## src/rtl/video_pkg.sv

```systemverilog
// ============================================================================
// Module : video_pkg
// Brief  : Shared overlay types and sizing constants.
// Rev    : 1.0  initial release
// ============================================================================
`default_nettype none

package video_pkg;

  typedef enum logic [1:0] {
    IDLE    = 2'd0,
    PENDING = 2'd1,
    COMMIT  = 2'd2
  } ovl_state_t;

  localparam int OVL_DATA_W     = 12;
  localparam int OVL_NUM_VALUES = 5;

endpackage

`default_nettype wire

```

## src/rtl/overlay_value_ctrl_rr_arb2.sv

```systemverilog
// ============================================================================
// Module : rr_arb2
// Brief  : Two-way round-robin arbiter; pointer flips only on contended grants.
// Rev    : 1.0  initial release
// ============================================================================
`default_nettype none

module rr_arb2 (
  input  logic       clk,
  input  logic       reset,
  input  logic       en,
  input  logic [1:0] valid,
  input  logic       advance,
  output logic [1:0] grant
);

  // ptr_q == 0 favours requester 0 when both are valid
  logic ptr_q;
  logic ptr_d;

  always_comb begin
    grant = 2'b00;
    ptr_d = ptr_q;
    if (en) begin
      if (valid == 2'b11) begin
        grant = ptr_q ? 2'b10 : 2'b01;
      end else begin
        grant = valid;
      end
    end
    if (advance) begin
      ptr_d = ~ptr_q;
    end
  end

  always_ff @(posedge clk) begin
    if (!reset) begin
      ptr_q <= 1'b0;
    end else begin
      ptr_q <= ptr_d;
    end
  end

endmodule

`default_nettype wire

```

## src/rtl/overlay_value_ctrl.sv

```systemverilog
// ============================================================================
// Module : overlay_value_ctrl
// Brief  : Shadow/active value banks for the hex overlay, committed on vsync.
// Rev    : 1.0  initial release
// ============================================================================
`default_nettype none

module overlay_value_ctrl
  import video_pkg::*;
#(
  parameter int NUM_VALUES = OVL_NUM_VALUES,
  parameter int DATA_W     = OVL_DATA_W,
  parameter int IDX_W      = 3
) (
  input  logic              clk,
  input  logic              reset,
  input  logic              vsync,
  input  logic              req0_valid,
  input  logic [IDX_W-1:0]  req0_index,
  input  logic [DATA_W-1:0] req0_data,
  output logic              req0_ready,
  input  logic              req1_valid,
  input  logic [IDX_W-1:0]  req1_index,
  input  logic [DATA_W-1:0] req1_data,
  output logic              req1_ready,
  input  logic [IDX_W-1:0]  rd_index,
  output logic [DATA_W-1:0] rd_data,
  output logic              pending,
  output logic              commit_done,
  output logic              bad_index
);

  localparam logic [IDX_W:0]   NUM_V    = (IDX_W+1)'(NUM_VALUES);
  localparam logic [IDX_W-1:0] LAST_IDX = IDX_W'(NUM_VALUES - 1);

  ovl_state_t        state_q, state_d;
  logic [IDX_W-1:0]  cnt_q, cnt_d;
  logic [DATA_W-1:0] shadow_q [NUM_VALUES];
  logic [DATA_W-1:0] shadow_d [NUM_VALUES];
  logic [DATA_W-1:0] active_q [NUM_VALUES];
  logic [DATA_W-1:0] active_d [NUM_VALUES];
  logic [DATA_W-1:0] rd_data_q, rd_data_d;
  logic              vsync_q;
  logic              pending_q, pending_d;
  logic              commit_done_q, commit_done_d;
  logic              bad_index_q, bad_index_d;

  logic              accept_en;
  logic [1:0]        grant;
  logic              advance;
  logic              wr_en;
  logic [IDX_W-1:0]  wr_idx;
  logic [DATA_W-1:0] wr_data;
  logic              wr_in_range;
  logic              vsync_rise;

  assign accept_en   = (state_q == IDLE) || (state_q == PENDING);
  assign advance     = accept_en && req0_valid && req1_valid;
  assign wr_en       = |grant;
  assign wr_idx      = grant[1] ? req1_index : req0_index;
  assign wr_data     = grant[1] ? req1_data  : req0_data;
  assign wr_in_range = ({1'b0, wr_idx} < NUM_V);
  assign vsync_rise  = vsync && !vsync_q;

  rr_arb2 u_arb (
    .clk     (clk),
    .reset   (reset),
    .en      (accept_en),
    .valid   ({req1_valid, req0_valid}),
    .advance (advance),
    .grant   (grant)
  );

  assign req0_ready  = grant[0];
  assign req1_ready  = grant[1];
  assign rd_data     = rd_data_q;
  assign pending     = pending_q;
  assign commit_done = commit_done_q;
  assign bad_index   = bad_index_q;

  always_comb begin
    state_d       = state_q;
    cnt_d         = cnt_q;
    shadow_d      = shadow_q;
    active_d      = active_q;
    commit_done_d = 1'b0;
    bad_index_d   = wr_en && !wr_in_range;

    // A write landing on the vsync_rise edge is already in shadow when COMMIT copies
    for (int i = 0; i < NUM_VALUES; i++) begin
      if (wr_en && wr_in_range && (wr_idx == IDX_W'(i))) begin
        shadow_d[i] = wr_data;
      end
    end

    case (state_q)
      IDLE: begin
        if (wr_en && wr_in_range) begin
          state_d = PENDING;
        end
      end
      PENDING: begin
        if (vsync_rise) begin
          state_d = COMMIT;
          cnt_d   = '0;
        end
      end
      COMMIT: begin
        for (int i = 0; i < NUM_VALUES; i++) begin
          if (cnt_q == IDX_W'(i)) begin
            active_d[i] = shadow_q[i];
          end
        end
        if (cnt_q == LAST_IDX) begin
          state_d       = IDLE;
          commit_done_d = 1'b1;
        end else begin
          cnt_d = cnt_q + 1'b1;
        end
      end
      default: begin
        state_d = IDLE;
      end
    endcase

    pending_d = (state_d == PENDING);

    rd_data_d = '0;
    for (int i = 0; i < NUM_VALUES; i++) begin
      if (rd_index == IDX_W'(i)) begin
        rd_data_d = active_q[i];
      end
    end
  end

  always_ff @(posedge clk) begin
    if (!reset) begin
      state_q       <= IDLE;
      cnt_q         <= '0;
      rd_data_q     <= '0;
      vsync_q       <= 1'b0;
      pending_q     <= 1'b0;
      commit_done_q <= 1'b0;
      bad_index_q   <= 1'b0;
      for (int i = 0; i < NUM_VALUES; i++) begin
        shadow_q[i] <= '0;
        active_q[i] <= '0;
      end
    end else begin
      state_q       <= state_d;
      cnt_q         <= cnt_d;
      rd_data_q     <= rd_data_d;
      vsync_q       <= vsync;
      pending_q     <= pending_d;
      commit_done_q <= commit_done_d;
      bad_index_q   <= bad_index_d;
      for (int i = 0; i < NUM_VALUES; i++) begin
        shadow_q[i] <= shadow_d[i];
        active_q[i] <= active_d[i];
      end
    end
  end

endmodule

`default_nettype wire

```

## config.mk

```make
export PLATFORM = sky130hd
export DESIGN_NAME = overlay_value_ctrl
export DESIGN_NICKNAME = d
export VERILOG_FILES = /design/src/rtl/video_pkg.sv /design/src/rtl/overlay_value_ctrl_rr_arb2.sv /design/src/rtl/overlay_value_ctrl.sv
export SDC_FILE = /design/constraint.sdc
export NUM_CORES = 1
export LEC_CHECK = 0
export CAP_MARGIN = 20
export CORE_ASPECT_RATIO = 0.8
export CORE_MARGIN = 5
export CORE_UTILIZATION = 40
export CTS_CLUSTER_DIAMETER = 120
export DETAILED_ROUTE_END_ITERATION = 12
export PLACE_DENSITY = 0.64
export SYNTH_ARGS = -nofsm -noshare
export SYNTH_HDL_FRONTEND = slang
export SYNTH_SLANG_ARGS = --single-unit
```

## constraint.sdc

```tcl
create_clock -name clk -period 1.6 [get_ports clk]
set_input_delay 0.32 -clock clk [delete_from_list [all_inputs] [get_ports clk]]
set_output_delay 0.32 -clock clk [all_outputs]
set_load 0.01 [all_outputs]
```

Yosys cells after proc, flatten, opt, wreduce, memory -nomap -nowiden --
Index checks and enable logic that the tools add are counted.
Operators by class: reduce and logical (&&, ||, !) cells 26, mux-type cells 18, equal/unequal tests 18, $add $sub $neg 1, order comparisons 1, bitwise gates (word level) 1
Operator list (count):
- 2-to-1 mux 12 bit | 6
- == test 3 x 2 -> 1 bit (second input constant) | 6
- 2-to-1 mux 2 bit | 6
- AND reduction 2 bit | 6
- logical AND 1 bit | 10
- == test 3 x 1 -> 1 bit (second input constant) | 3
- == test 3 bit (second input constant) | 3
- logical NOT 3 bit | 3
- 2-to-1 mux 3 bit | 3
- one-hot mux 2 bit (3 select lines) | 1
- one-hot mux 3 bit (2 select lines) | 1
- == test 2 x 1 -> 1 bit (second input constant) | 2
- == test 2 bit (second input constant) | 2
- inequality test 2 bit (second input constant) | 2
- adder 3 x 1 -> 3 bit (second input constant) | 1
- < comparator 3 bit (second input constant) | 1
- AND reduction 3 bit | 1
- logical NOT 1 bit | 2
- logical NOT 2 bit | 1
- nonzero test 2 bit | 1
- OR reduction 2 bit | 1
- logical OR 1 bit | 1
- 2-to-1 mux 1 bit | 1
- inverter 1 bit | 1
Word-level totals: input bits 38, output and inout bits 17, bits in registers 142, word-level logic and storage cells 83

Depth between registers and ports, before layout --
Gate-level depths: netlist of the first run.
depth in word-level cells 9, depth in mapped cells 7, gate-level depth less buffers 6

Cells and area by module --
Synthesis of the first run repeated with hierarchy kept, for this count alone.
Second synthesis, totals: cells, all modules 640, area, all modules 6108.4 µm²
Modules (own cells, without submodules):
- overlay_value_ctrl | times used 1, area each 6052.1 µm², seq. area each 2822.7 µm², cells an instance 632
- rr_arb2 | times used 1, area each 56.3 µm², seq. area each 20.0 µm², cells an instance 8

Worst setup path before layout of the first run --
Ideal clock, no wire load.
path type input -> register, start point input req0_valid, end point register shadow_q[11] (netlist name), data arrival time 1499 ps, buffers on the path 2, data required time 1481 ps, slack -18 ps, library setup time 119 ps, stages on the path 6, cells stage by stage nor2b_2 buf_2 o22a_1 or2_1 buf_2 o221a_2
On the way: cells in the longest elaborated chain, start to end 7, elaborated cells between the ends (all ways) 10, classes of those cells order compare: 1; eq/ne: 2; mux: 4; reduce/logical: 3
Ends and longest elaborated chain:
- from (decl) | line overlay_value_ctrl.sv:18 | input logic req0_valid,
- == test 2 bit | line overlay_value_ctrl_rr_arb2.sv:25 | if (valid == 2'b11) begin
- 2-to-1 mux 2 bit * | line overlay_value_ctrl_rr_arb2.sv:25
- 2-to-1 mux 2 bit * | line overlay_value_ctrl_rr_arb2.sv:24 | if (en) begin
- 2-to-1 mux 3 bit | line overlay_value_ctrl.sv:60 | assign wr_idx = grant[1] ? req1_index : req0_index;
- < comparator 3 bit | line overlay_value_ctrl.sv:62 | assign wr_in_range = ({1'b0, wr_idx} < NUM_V);
- logical AND 1 bit (2 in series) | line overlay_value_ctrl.sv:91 | if (wr_en && wr_in_range && (wr_idx == IDX_W'(i))) begin
- to (signal, indexed assignment) | line overlay_value_ctrl.sv:158 | shadow_q[i] <= shadow_d[i];
- to (decl) | line overlay_value_ctrl.sv:38 | logic [DATA_W-1:0] shadow_q [NUM_VALUES];
Every way passes the cells marked *; elsewhere a longest branch is shown, timed or not. A chain may end at the register's enable or synchronous reset.

Worst setup path in the final report of the first run --
start point register u_arb.ptr_q, end point register shadow_q[16] (netlist name)
On the way: cells in the longest elaborated chain, start to end 7, elaborated cells between the ends (all ways) 10, classes of those cells order compare: 1; eq/ne: 1; mux: 5; reduce/logical: 3
Ends and longest elaborated chain:
- from (decl) | line overlay_value_ctrl_rr_arb2.sv:18 | logic ptr_q;
- from (signal assigned) | line overlay_value_ctrl_rr_arb2.sv:40 | ptr_q <= ptr_d;
- 2-to-1 mux 2 bit * | line overlay_value_ctrl_rr_arb2.sv:26 | grant = ptr_q ? 2'b10 : 2'b01;
- 2-to-1 mux 2 bit * | line overlay_value_ctrl_rr_arb2.sv:25
- 2-to-1 mux 2 bit * | line overlay_value_ctrl_rr_arb2.sv:24
- 2-to-1 mux 3 bit | line overlay_value_ctrl.sv:60
- < comparator 3 bit | line overlay_value_ctrl.sv:62
- logical AND 1 bit (2 in series) | line overlay_value_ctrl.sv:91
Marked as above.

==> impl_metrics.json, run 1 <==
{
  "synthDistinctLibCells": 45,
  "synthesized_nets": 772,
  "yosysTopAreaCell": "sky130_fd_sc_hd__dfxtp_1",
  "syn_area_sq_mm": 0.00656,
  "placed_cell_areas_sq_mm": 0.00760,
  "period_minus_slack_ps": 1640,
  "gp_congestion": 0.881,
  "final-max-slew-violation-count": 0,
  "dp.cells": 992,
  "io_buffers": 54,
  "timing.critical_path.slowest_stage_cell": "sky130_fd_sc_hd__dfxtp_4",
  "max_clock_skew_ps": 8.07,
  "crit_path_start": "u_arb.ptr_q",
  "first_pass_grt_wire_length_mm": 31.3,
  "path_clk_slew_ps": 60,
  "ant_diodes": 0,
  "cp.depth": 6,
  "max_cap_viols": 0,
  "ys_warn_count": 0,
  "crit_arrival_ps": 2010,
  "setup_viol": 34,
  "final_nets": 849,
  "critical_path_class": "flip-flop to flip-flop",
  "final_antenna_net_count": 0,
  "vias": 5907,
  "grt_start_max_net_pins": 49,
  "synth-main-ff-cell": "sky130_fd_sc_hd__dfxtp_1",
  "postRouteWirelength_mm": 20.7,
  "critical_path.max_stage_delay_ps": 370,
  "critPathLaunchType": "flip-flop",
  "min_period_over_period": 1.03,
  "ir_worst_vdd_uv": 837,
  "worstRegToRegCells": 6,
  "critPathMaxFanout": 12,
  "fmaxAchievable_mhz": 608,
  "die_x_um": 153,
  "slew_headroom": 0.722,
  "initial_core_util": 0.411,
  "cts_tree": "yes",
  "ctsLongestPathBuffers": 2,
  "synthTopCellsByArea": "sky130_fd_sc_hd__dfxtp_1 (43%), sky130_fd_sc_hd__o221a_1 (9.1%), sky130_fd_sc_hd__nand2_1 (7.6%), sky130_fd_sc_hd__a21boi_0 (7.0%), sky130_fd_sc_hd__nor2_1 (3.7%)",
  "yosys.area.top_type_share": 0.434,
  "post-route-cell-area_sq_mm": 0.00854,
  "stdcell_count": 1034,
  "worst_flop_to_flop_path_endpoint": "shadow_q[16]",
  "launch_instance_of_the_worst_register_to_register_path": "u_arb.ptr_q",
  "postLayoutCoreUtil": 0.535,
  "violations_in_the_final_reports": "negative setup slack",
  "timing.critical_path.buf_inv": 2,
  "dr.pass1.iters": 6,
  "yosys.cell_count.top_type": "sky130_fd_sc_hd__dfxtp_1",
  "hpwl_mm": 14.1,
  "synth_area_per_cell_sq_um": 9.00,
  "initialDrtViolationCount": 525,
  "drc": 0,
  "crit_chain": "a21bo_4 -> o32a_4 -> buf_4 -> a211oi_2 -> buf_6 -> o221a_1",
  "synthToLayoutAreaGrowth_pct": 30.3,
  "die_area_sq_mm": 0.0191,
  "die_y_um": 125,
  "hold-worst-slack_ps": 354,
  "critical-path-top-delay-family": "compound AO/OA/AOI/OAI gates",
  "core_area_sq_mm": 0.0160,
  "drive_above_1_share": 0.186,
  "floorplan.io_pins": 55,
  "via_count_normalized_by_instance_count": 5.71,
  "grt_overflow": 0,
  "antenna_violations_before_repair": 0,
  "first_global_vias": 5710,
  "rsz0062_at_grt": "true",
  "critical_path.endpoint_type": "flip-flop",
  "tightest_slew_ps": 405,
  "hold_viol": 0,
  "worst_hold_class": "input port to flip-flop",
  "crit_end": "shadow_q[16]",
  "synth_cells": 729,
  "post_drt_wl_per_cell_um": 20.0,
  "synth_commonest_cells": "sky130_fd_sc_hd__dfxtp_1 (142), sky130_fd_sc_hd__nand2_1 (132), sky130_fd_sc_hd__nor2_1 (65)",
  "htreeDepth": 4,
  "setup_ws_ps": -44.5,
  "worst_ep_required_time_ps": 1960,
  "worst_skew_pair.late_latency_ps": 420,
  "worst-r2r-setup-slack_ps": -40,
  "clock_sink_count": 142,
  "synth_edf_count": 0,
  "power_per_cell_area_mw_per_mm2": 1070,
  "grt_usage": 0.207,
  "synth-async-reset-ratio": 0,
  "clock_tree.root_cell": "sky130_fd_sc_hd__clkbuf_16",
  "yosysSeqAreaShare": 0.434,
  "run_status": "finished with violations",
  "cts_inserted_buffers": 17,
  "rows": 41,
  "leakagePower_nw": 3.28,
  "yosys_register_bits": 142
}
## flip-flops by register name (all words and copies together), names as in the netlist
name         flops
cnt_q            3
active_q        60
shadow_q        60
bad_index        1
vsync_q          1
state_q          2
pending          1
commit_done      1
rd_data         12
u_arb.ptr_q      1
## worst register-to-register path, cell delays in order (launching register included)
cell,delay [ps]
sky130_fd_sc_hd__dfxtp_4,370
sky130_fd_sc_hd__a21bo_4,230
sky130_fd_sc_hd__o32a_4,210
sky130_fd_sc_hd__buf_4,160
sky130_fd_sc_hd__a211oi_2,200
sky130_fd_sc_hd__buf_6,220
sky130_fd_sc_hd__o221a_1,200
## report_power, final
part           internal (mW)  total, mW  switching [mW]
logic                  0.550       1.17           0.624
clock network           2.64       4.27            1.63
registers               3.65       3.73          0.0775
## area by class of cell
class                      count  area (sq um)
clock inverter                15           208
inverter                       8          30.0
fill                        1470          7410
multi-input combinational    516          3470
sequential                   142          2850
timing repair buffer         121          1290
tap                          215           269
clock buffer                  17           425
## kinds of logic after synthesis
logic type,share of synthesized area
muxes,0.0473
xor gates and xnor gates,0.00134
buffers and inverters,0.0542
adders and majority gates,0.00954
and+or+nand+nor,0.190
AOI/OAI and AO/OA,0.264
DFF,0.434
## worst min-delay path by stage
stage / start / endpoint / cells after the start
after floorplan: active_q[12] / active_q[12] / 2
after global placement: active_q[58] / active_q[58] / 2
final: reset / rd_data[8] / 2
after global routing: reset / rd_data[5] / 2
after CTS: reset / rd_data[5] / 2
after detailed placement: active_q[37] / active_q[37] / 2
## metrics by stage
stage	setup slack [ps]	setup TNS, ps	power [mW]
floorplan	1.31	0	4.38
global placement	-620	-43020	4.76
detailed placement	-676	-46440	4.78
CTS	-6.14	-6.14	9.07
global route	-92.5	-3630	9.44
finish	-44.5	-737	9.17
## cell usage in the layout, fill, tap and decap left out, drive strengths merged, types with 8 or more instances in the layout
master,synthesis,routed
nor2,65,65
dlygate4sd2,0,12
nor2b,10,10
a21boi,61,61
a22oi,12,12
nand2,132,132
o221a,60,60
clkbuf,40,21
dfxtp,142,142
mux2i,13,13
clkdlybuf4s50,0,32
o211a,8,8
nor4,36,36
o21ai,8,8
a21oi,45,45
buf,24,66
mux2,8,8
inv,8,14
## timing repair
action	in CTS	in global routing
resized for setup	41	30
hold buffers	0	0
setup endpoints to repair	100	113
setup buffers	0	2
gates cloned	1	7
pin swaps	2	1
## metal layers
layer	GRT usage	wire length, um	part of all wire
met3	0.0608	1860	0.090
met1	0.280	9260	0.45
met2	0.323	9210	0.45
met5	0	0	0
met4	0.0576	331	0.016
Note: power is estimated with default switching activity, not from simulation.
==> run 2, diff against run 1 <==
SYNTH_HIERARCHICAL = 1   (was default)
==> impl_metrics.json, run 2 <==
{
  "period_minus_slack_ps": 1690,
  "first_pass_grt_wire_length_mm": 25.0,
  "core_area_sq_mm": 0.0150,
  "yosysSeqAreaShare": 0.465,
  "post_cts_hold_fix_bufs": 0,
  "via_count_normalized_by_instance_count": 5.20,
  "crit_chain": "inv_4 -> nand2_4 -> a21oi_4 -> buf_12 -> buf_6 -> mux2i_4 -> o21ba_4 -> buf_12 -> mux2i_2",
  "critPathMaxFanout": 8,
  "initialDrtViolationCount": 461,
  "yosys.cell_count.top_type": "sky130_fd_sc_hd__nand2_1",
  "synth_area_per_cell_sq_um": 9.54,
  "violations_in_the_final_reports": "negative setup slack",
  "hold_viol": 0,
  "ant_diodes": 0,
  "cts_inserted_buffers": 17,
  "synthTopCellsByArea": "sky130_fd_sc_hd__dfxtp_1 (47%), sky130_fd_sc_hd__mux2i_1 (13%), sky130_fd_sc_hd__nand2_1 (11%), sky130_fd_sc_hd__a21boi_1 (5.2%), sky130_fd_sc_hd__mux2_2 (3.9%)",
  "critical_path.max_stage_delay_ps": 330,
  "fmaxAchievable_mhz": 590,
  "synthesized_nets": 683,
  "antenna_violations_before_repair": 0,
  "timing.critical_path.slowest_stage_cell": "sky130_fd_sc_hd__dfxtp_2",
  "htreeDepth": 4,
  "io_buffers": 54,
  "die_area_sq_mm": 0.0179,
  "vias": 4795,
  "synth-async-reset-ratio": 0,
  "run_status": "finished with violations",
  "drive_above_1_share": 0.192,
  "drc": 0,
  "die_y_um": 121,
  "critical_path.most_common_cell": "sky130_fd_sc_hd__buf_12",
  "grt_overflow": 0,
  "path_clk_slew_ps": 60,
  "initial_core_util": 0.407,
  "dr.pass1.iters": 5,
  "grt_usage": 0.180,
  "ir_worst_vdd_uv": 759,
  "commonest_cells_after_routing_fill_and_taps_aside": "sky130_fd_sc_hd__nand2_1 (167), sky130_fd_sc_hd__dfxtp_1 (140), sky130_fd_sc_hd__mux2i_1 (76)",
  "synth_cells": 640,
  "power_per_cell_area_mw_per_mm2": 1050,
  "setup_ws_ps": -94.4,
  "die_x_um": 148,
  "final_nets": 764,
  "critPathLaunchType": "flip-flop",
  "hpwl_mm": 10.9,
  "leakagePower_nw": 3.39,
  "first_global_vias": 4627,
  "hold-worst-slack_ps": 222,
  "final-max-slew-violation-count": 0,
  "critical_path.endpoint_type": "flip-flop",
  "tightest_slew_ps": 353,
  "final_antenna_net_count": 0,
  "clock_sink_count": 142,
  "min_period_over_period": 1.06,
  "ys_warn_count": 6,
  "synth_edf_count": 0,
  "slew_headroom": 0.763,
  "max_clock_skew_ps": 7.74,
  "postLayoutCoreUtil": 0.523,
  "gp_congestion": 0.851,
  "grt_start_max_net_pins": 75,
  "yosys.area.top_type_share": 0.465,
  "layout_commonest_cell": "sky130_fd_sc_hd__nand2_1",
  "floorplan.io_pins": 55,
  "crit_arrival_ps": 2010,
  "setup_viol": 53,
  "synth-main-ff-cell": "sky130_fd_sc_hd__dfxtp_1",
  "worst_hold_class": "input port to flip-flop",
  "worst_skew_pair.late_latency_ps": 430,
  "clock_tree.root_cell": "sky130_fd_sc_hd__clkbuf_16",
  "cts_tree": "yes",
  "synth_commonest_cells": "sky130_fd_sc_hd__nand2_1 (177), sky130_fd_sc_hd__dfxtp_1 (142), sky130_fd_sc_hd__mux2i_1 (79)",
  "postRouteWirelength_mm": 15.4,
  "num-fill-cells": 1347,
  "worst_ep_required_time_ps": 1920,
  "rows": 40,
  "yosys_register_bits": 142,
  "max_cap_viols": 0,
  "critical_path_class": "flip-flop to flip-flop",
  "ctsLongestPathBuffers": 2,
  "syn_area_sq_mm": 0.00611,
  "synthToLayoutAreaGrowth_pct": 28.5,
  "rsz0062_at_grt": "true",
  "yosysTopAreaCell": "sky130_fd_sc_hd__dfxtp_1",
  "post_drt_wl_per_cell_um": 16.7,
  "synthDistinctLibCells": 49
}
==> run 2: changes by cell type after synthesis, sizes merged, moves of 20 or more <==
cell    previous run  this run
clkbuf            40        20
nor2              65         4
nand2            132       177
mux2i             13        79
nor4              36         0
o221a             60         3
a21oi             45        14
==> run 2: where the power goes <==
group	switching [mW]	internal [mW]
Combinational	0.371	0.418
Clock	1.48	2.29
Sequential	0.0692	3.62
Total	1.92	6.33
==> run 2: stage by stage <==
stage,std cells,instance area [sq um],power [mW],setup WS [ps],TNS (ps)
detailed placement,884,7140,4.51,-540,-36010
finish,922,7850,8.24,-94.4,-2560
CTS,922,7790,8.30,-87.9,-3400
floorplan,640,6150,4.18,-111,-4290
global placement,884,7140,4.49,-514,-33840
global route,922,7850,8.53,-172,-7470
==> run 2: repair_timing <==
item,4_1_cts,5_1_grt
resized for setup,28,25
endpoints found under the setup margin,67,77
setup buffers,6,1
cloned,1,0
pin swaps,1,4
==> run 2: cell families (layout without fill, tap and decap cells) <==
family / after synthesis / after routing / synth area share
AND/OR/NAND/NOR: 238 / 238 / 0.188
adder cells (fa/ha/maj): 5 / 5 / 0.0102
multiplexers: 100 / 100 / 0.168
buffers and inverters: 51 / 144 / 0.0438
flip-flops: 142 / 142 / 0.465
XOR/XNOR: 1 / 1 / 0.00143
AO/OA/AOI/OAI: 103 / 103 / 0.122
==> run 2: metal layers <==
metal | share of wire | wire length, um | track usage
met2 | 0.41 | 6300 | 0.245
met3 | 0.072 | 1110 | 0.0438
met1 | 0.51 | 7830 | 0.278
met4 | 0.0099 | 153 | 0.0519
met5 | 0 | 0 | 0
==> run 2: layout make-up <==
cell class	count	area [sq um]	share of cell area
Clock inverter	9	85.1	0.0108
Inverter	7	28.8	0.00367
Tap cell	189	236	0.0301
Sequential cell	142	2850	0.362
Clock buffer	22	484	0.0617
Multi-Input combinational cell	447	3090	0.393
Timing Repair Buffer	106	1080	0.138
==> run 2: worst paths after layout <==
| check | from | endpoint | slack, ps | cells after the start |
|---|---|---|---|---|
| max | state_q[1] | shadow_q[15] | -90 | 9 |
| min | reset | cnt_q[1] | 220 | 2 |
| max reg2reg | state_q[1] | shadow_q[15] | -90 | 9 |
| min reg2reg | shadow_q[31] | active_q[31] | 450 | 2 |
==> run 2: critical path, delay by kind of cell (launching register included) <==
family	cells	cell delay [ps]
flops	1	330
mux	2	360
buf+inv	4	440
compound gates	2	390
simple gates	1	40
